**src/rtl/newcond_evaluator_pkg.sv**
```systemverilog
// Shared types and constants for the exhaustive-sweep evaluator.
// The polynomial and init words are held wide; users slice to their SIG_W.
package newcond_evaluator_pkg;

   typedef enum logic [1:0] {
      IDLE  = 2'd0,
      DRIVE = 2'd1,
      DONE  = 2'd2
   } state_t;

   localparam logic [31:0] CRC_POLY = 32'h0000_1021;
   localparam logic [31:0] SIG_INIT = 32'hFFFF_FFFF;

endpackage

```
**src/rtl/misr_step.sv**
```systemverilog
// One combinational MISR update: absorbs all N_OUT data bits, bit 0 first,
// one CRC shift per bit.
module misr_step
   import newcond_evaluator_pkg::*;
#(
   parameter int N_OUT = 2,
   parameter int SIG_W = 16
) (
   input  logic [SIG_W-1:0] sig,
   input  logic [N_OUT-1:0] data,
   output logic [SIG_W-1:0] sig_next
);

   logic fb;

   always_comb begin
      fb       = 1'b0;
      sig_next = sig;
      for (int i = 0; i < N_OUT; i++) begin
         fb       = sig_next[SIG_W-1] ^ data[i];
         sig_next = {sig_next[SIG_W-2:0], 1'b0} ^ (fb ? CRC_POLY[SIG_W-1:0] : '0);
      end
   end

endmodule

```
**src/rtl/newcond_evaluator.sv**
```systemverilog
// Drives every N_IN-bit vector into a combinational circuit, compares each
// response with a streamed golden word and compacts the responses in a MISR.
module newcond_evaluator
   import newcond_evaluator_pkg::*;
#(
   parameter int N_IN  = 11,
   parameter int N_OUT = 2,
   parameter int SIG_W = 16
) (
   input  logic             clk,
   input  logic             rst,
   input  logic             start,
   input  logic             abort,
   output logic [N_IN-1:0]  pi,
   input  logic [N_OUT-1:0] po,
   input  logic             exp_valid,
   output logic             exp_ready,
   input  logic [N_OUT-1:0] exp_data,
   output logic             busy,
   output logic             done,
   output logic [N_IN:0]    mismatch_cnt,
   output logic [N_IN-1:0]  first_fail_vec,
   output logic             first_fail_valid,
   output logic [SIG_W-1:0] signature
);

   state_t           state;
   logic [SIG_W-1:0] sig_next;
   logic             hs;

   assign exp_ready = busy;
   assign hs        = exp_valid & exp_ready;

   misr_step #(
      .N_OUT(N_OUT),
      .SIG_W(SIG_W)
   ) u_misr (
      .sig     (signature),
      .data    (po),
      .sig_next(sig_next)
   );

   // Abort outranks a handshake; without a handshake every result holds.
   always_ff @(posedge clk or posedge rst) begin
      if (rst) begin
         state            <= IDLE;
         pi               <= '0;
         mismatch_cnt     <= '0;
         first_fail_vec   <= '0;
         first_fail_valid <= 1'b0;
         signature        <= SIG_INIT[SIG_W-1:0];
         busy             <= 1'b0;
         done             <= 1'b0;
      end else begin
         done <= 1'b0;
         unique case (state)
            IDLE: begin
               if (start) begin
                  pi               <= '0;
                  mismatch_cnt     <= '0;
                  first_fail_vec   <= '0;
                  first_fail_valid <= 1'b0;
                  signature        <= SIG_INIT[SIG_W-1:0];
                  busy             <= 1'b1;
                  state            <= DRIVE;
               end
            end
            DRIVE: begin
               if (abort) begin
                  busy  <= 1'b0;
                  state <= IDLE;
               end else if (hs) begin
                  signature <= sig_next;
                  pi        <= pi + N_IN'(1);
                  if (po != exp_data) begin
                     mismatch_cnt <= mismatch_cnt + (N_IN+1)'(1);
                     if (!first_fail_valid) begin
                        first_fail_vec   <= pi;
                        first_fail_valid <= 1'b1;
                     end
                  end
                  if (&pi) begin
                     busy  <= 1'b0;
                     done  <= 1'b1;
                     state <= DONE;
                  end
               end
            end
            DONE: begin
               state <= IDLE;
            end
            default: begin
               busy  <= 1'b0;
               state <= IDLE;
            end
         endcase
      end
   end

endmodule

```
**config.mk**
```make
export PLATFORM = sky130hd
export DESIGN_NAME = newcond_evaluator
export DESIGN_NICKNAME = d
export VERILOG_FILES = /design/src/rtl/newcond_evaluator_pkg.sv /design/src/rtl/misr_step.sv /design/src/rtl/newcond_evaluator.sv
export SDC_FILE = /design/constraint.sdc
export NUM_CORES = 1
export LEC_CHECK = 0
export BUFFER_PORTS_ARGS = -buffer_cell sky130_fd_sc_hd__buf_2
export CORE_MARGIN = 2
export CORE_UTILIZATION = 50
export DETAILED_ROUTE_END_ITERATION = 16
export PLACE_DENSITY = 0.76
export SYNTH_ARGS = -nofsm -noshare
export SYNTH_HDL_FRONTEND = slang
export SYNTH_SLANG_ARGS = --single-unit
```
**constraint.sdc**
```tcl
create_clock -name clk -period 2.3 [get_ports clk]
set_clock_uncertainty 0.15 [all_clocks]
set_input_delay 0.115 -clock clk [delete_from_list [all_inputs] [get_ports clk]]
set_output_delay 0.115 -clock clk [all_outputs]
set_load 0.02 [all_outputs]
```
==> impl_metrics.ini, run 1 <==
[status]
outcome = complete, no violations

[cells_and_area]
antenna_cells = 0
drive_gt1_share_pct = 33.3
fin_util_pct = 61.5
syn2layout_area_growth_pct = 19.3
layout.nets = 325

[die]
die_h_microns = 76.3
core-area_sq_um = 5070
die_x_microns = 76.3
dieArea_sq_um = 5830
rows = 26
initial_core_util_pct = 51.6
io_pins = 63

[grt]
grt_max_degree = 29
grt_overflow_total = 0
track_usage_pct = 20.2
grt_pass1_vias = 2005
antenna_found_initial = 0
grt_pass1_wl_microns = 9450

[cts]
cts_max_path_buffers = 2
root_buffer = clkbuf_8
cts_buffers = 5
clk_pin_slew_ps = 90
cts_tree = done
clock_sinks = 55
clk-insertion-delay-late_ps = 310
ctsHtreeMaxLevel = 2

[route]
routed_via_density = 5.54
route.detailed.drc = 0
drtAntennaViolNets = 0
num_vias = 2133
dr.first_iter.drc_count = 147
firstDrtPassIters = 4
routedWlPerCell_microns = 14.6
drt-total-wl_microns = 5630

[sta]
setup_tns_ps = 0
rsz0062_at_grt = false
fmax_mhz = 470
finalMaxSlewViolations = 0
period_minus_slack_ps = 2130
hold_viol_final = 0
tightest_slew_ps = 581
max_slew_margin_pct = 60.3
period_share_pct = 92.5
finalSetupViolCount = 0

[logic_synthesis]
synth.area.top_cells = dfrtp_1 37%, dfstp_2 16%, nand2_1 3.9%, a22o_1 3.7%, a21oi_1 2.5%
synth_area_sq_um = 2620
synthFlopType = dfrtp_1
synth_enable_flop_cells = 0
yosysTopAreaCellShare_pct = 37.3
ys_ff_latch = 55
yosysWarnings = 0
synth_area_per_cell_sq_um = 10.5
syn_inst = 248
ys_async_sr_fraction_pct = 100
yosysTopAreaCell = dfrtp_1
synth_nets = 259
synth-seq-area-share_pct = 53.4
synthDistinctLibCells = 42

[placed_design]
hpwl_microns = 4040
gp_congestion = 0.832
port-buffer-count = 62

[setup_path]
worstPathMaxFanout = 17
worstPathArrival_ps = 2180
endpoint_kind = flop
startpoint_type = primary input
cp.required_ps = 2350
worstSetupPathType = primary input to flop

[power_and_ir_drop]
power.static_leakage_nw = 1.46
p_total_w = 0.00257
p_per_area_nw_per_um2 = 824
ir_worst_vdd_uv = 513

[worst_hold_path]
hold_class = primary input to flop

[run]
cap_viol_max_count = 0
-- routing by layer --
layer  wire (microns)  part of all wire, %  track usage (%)  vias to the layer above
li1                 -                    -                -                     1034
met1             2590                   46             27.8                     1017
met2             2600                   46             30.8                       72
met3              362                  6.4             5.57                       10
met4               71                  1.3             7.27                        0
met5                0                    0                0                        -
-- area by class of cell --
class                           count  area [sq um]
Inverter                            5          18.8
Sequential cell                    55          1400
Multi-Input combinational cell    174          1120
Clock inverter                      1          5.00
Timing Repair Buffer               73           410
Fill cell                         447          1950
Clock buffer                        7          86.3
Tap cell                           70          87.6
-- cells by family after synthesis --
logic type	share of synthesized area [%]
AND/OR/NAND/NOR	19.4
adder cells (fa/ha/maj)	0.956
XOR/XNOR	4.02
buffers and inverters	3.92
multiplexers	1.91
AO/OA/AOI/OAI	16.5
flip-flops	53.4
-- worst max-delay path: stages --
cell           delay [ps]
dlygate4sd3_1         530
buf_2                 140
nand4b_2              270
a21o_1                410
buf_4                 250
o31a_1                280
o21a_1                180
-- cell usage after synthesis, drive strengths merged (6+ instances only) --
cell,instances
a22o,11
o22a,7
o31ai,8
dfstp,16
nand2,27
xor2,6
or2,6
nor2,17
buf,9
dfrtp,39
a21oi,13
nand3,10
xnor2,6
o21ai,12
-- cell usage in the layout, fill, tap and decap left out, drive strengths merged, types with 6 or more instances in the layout --
cell / count
buf: 71
dfrtp: 39
nand2: 27
nor2: 17
dfstp: 16
a21oi: 13
o21ai: 12
a22o: 11
nand3: 10
o31ai: 8
o22a: 7
clkbuf: 7
xnor2: 6
xor2: 6
or2: 6
-- final timing paths --
| check | endpoint | start | cells past startpoint | slack, ps |
|---|---|---|---|---|
| max | mismatch_cnt[5] | abort | 7 | 170 |
| min | state[0] | exp_valid | 4 | 20 |
| max reg2reg | mismatch_cnt[5] | state[0] | 5 | 210 |
| min reg2reg | signature[2] | signature[2] | 2 | 330 |
| max in group asynchronous | pi[8] | rst | 4 | 1170 |
| min in group asynchronous | mismatch_cnt[3] | rst | 3 | 270 |
-- timing repair --
item | in CTS | in global routing
setup endpoints to repair | 0 | 0
resized for setup | 0 | 0
buffers inserted | 0 | 0
hold buffers | 2 | 0
hold endpoints to repair | 13 | 0
-- registers in the layout, indices dropped and copies added (netlist names) --
name and cells:
state 2, busy 1, first_fail_valid 1, mismatch_cnt 12, signature 16, done 1
first_fail_vec 11, pi 11
-- where the power goes --
part	internal (W)	total, W	switching (W)
logic	0.000262	0.000752	0.000490
clock network	0.000243	0.000542	0.000298
registers	0.00114	0.00128	0.000139
-- through the flow --
stage	hold WS [ps]	cell area, sq um	setup WS (ps)	std cells
floorplan	145	2620	400	248
finish	20.2	3120	173	385
global route	32.9	3120	22.2	385
CTS	4.62	3120	189	385
detailed placement	74.1	3010	247	375
global placement	62.7	3010	284	375
No activity file was read; power rests on OpenSTA's default activity.
==> run 2: changes to the inputs <==
CORE_MARGIN = 5   (was 2)
CTS_BUF_LIST = sky130_fd_sc_hd__clkbuf_4 sky130_fd_sc_hd__clkbuf_8   (was not set)
==> impl_metrics.ini, run 2 (synthesis results as in run 1) <==
[cts]
cts_max_path_buffers = 2
root_buffer = clkbuf_8
clock_sinks = 55
cts_buffers = 5
clk-insertion-delay-late_ps = 310
clk_pin_slew_ps = 90
hold_buffers = 2
cts_setup_buffers = 0
cts_resized = 0
ctsHtreeMaxLevel = 2
cts_tree = done

[die]
die_x_microns = 82.3
core-area_sq_um = 5110
io_pins = 63
die_h_microns = 82.3
rows = 26
initial_core_util_pct = 51.2
dieArea_sq_um = 6780

[placed_design]
port-buffer-count = 62
gp_congestion = 0.848
hpwl_microns = 4320
dp_cells = 375
place_ws_ps = 246

[cells_and_area]
mostFrequentLayoutCell = buf_2
final_cell_mix = 62 x buf_2, 39 x dfrtp_1, 27 x nand2_1, 17 x nor2_1, 16 x dfstp_2
layout.nets = 325
antenna_cells = 0
largest_reg_flops = 16
top_regs = signature: 16 flops, mismatch_cnt: 12 flops
instances_no_fill = 385
fin_util_pct = 61.1
syn2layout_area_growth_pct = 19.2
regMostFlops = signature
drive_gt1_share_pct = 33.7

[power_and_ir_drop]
p_per_area_nw_per_um2 = 829
ir_worst_vdd_uv = 479
power.static_leakage_nw = 1.46
p_total_w = 0.00258

[route]
routedWlPerCell_microns = 15.4
route.detailed.drc = 0
drtAntennaViolNets = 0
num_vias = 2145
drt-total-wl_microns = 5940
dr.first_iter.drc_count = 207
firstDrtPassIters = 4
routed_via_density = 5.57

[worst_hold_path]
hold_class = primary input to flop
whs_path_depth = 4
min_to = state[0]
worstHoldStart = exp_valid

[setup_path]
worstPathMaxFanout = 20
endpoint_kind = flop
rr_worst_depth = 4
crit_cells = 6
worst-path-buf-inv = 2
worstPathArrival_ps = 2260
r2r_slack_ps = 200
cp.required_ps = 2390
r2r-start = state[1]
crit_family = simple AND/OR/NAND/NOR gates
cpPeakStageDelay_ps = 590
worstPathCellList = dlygate4sd3_1, buf_2, nand4b_2, a21o_1, or4_1, a21oi_1
r2r-end = first_fail_vec[0]
startpoint_type = primary input
worstSetupPathType = primary input to flop
crit_slowest_cell = or4_1

[sta]
rsz0062_at_grt = false
fmax_mhz = 461
finalMaxSlewViolations = 0
fin_ws_ps = 130
setup_tns_ps = 0
period_minus_slack_ps = 2170
max_slew_margin_pct = 58.8
finalSetupViolCount = 0
period_share_pct = 94.3
hold_viol_final = 0
tightest_slew_ps = 618

[grt]
grt_overflow_total = 0
track_usage_pct = 18.6
antenna_found_initial = 0
grt_max_degree = 30
grt_pass1_vias = 2062
grt_pass1_wl_microns = 9760

[run]
cap_viol_max_count = 0

[status]
outcome = complete, no violations
==> run 2: cell count changes in the layout (fill, tap and decap cells not counted) <==
cell | before | now
clkbuf_8 | 6 | 5
clkbuf_4 | 0 | 2
clkbuf_1 | 1 | 0
==> run 2: power by group <==
part | switching, W | total [W] | internal [W] | leakage [nW]
clock | 0.000304 | 0.000543 | 0.000238 | 0.0491
combinational | 0.000501 | 0.000762 | 0.000261 | 0.707
sequential | 0.000141 | 0.00128 | 0.00114 | 0.702
total | 0.000946 | 0.00258 | 0.00164 | 1.46
==> run 2: through the flow <==
| stage | hold slack, ps | instance area, sq um |
|---|---|---|
| 6_report | 0.275 | 3120 |
| 5_1_grt | 15.7 | 3120 |
| 4_1_cts | 0.966 | 3120 |
| 3_5_place_dp | 52.8 | 3010 |
| 3_3_place_gp | 57.3 | 3010 |
| 2_1_floorplan | 145 | 2620 |
==> run 2: how the worst max path moves through the flow <==
stage / start / to / slack, ps
after global placement: state[1] / first_fail_vec[2] / 330
after floorplan: busy / mismatch_cnt[10] / 400
final: abort / pi[9] / 130
after CTS: abort / pi[7] / 170
after detailed placement: state[1] / first_fail_vec[0] / 250
after global routing: abort / pi[9] / 40
==> run 2: per-layer routing <==
layer  share of wire (%)  GRT usage (%)  up-vias
met5                   0              0        -
met4                 1.3           6.15        0
met3                 5.4           4.23        7
met2                  47           29.2       54
met1                  46           25.5     1056
li1                    -              -     1028
==> run 2: tightest hold or removal path, cell delays in order <==
cell     delay (ps)
buf_2           130
nand2_1          60
o21ai_0          70
nand2_1          60
==> run 2: final cells by class <==
type	instances	area (sq um)
Clock buffer	7	83.8
Clock inverter	1	5.00
Fill cell	456	1990
Inverter	5	18.8
Multi-Input combinational cell	174	1120
Sequential cell	55	1400
Tap cell	70	87.6
Timing Repair Buffer	73	410
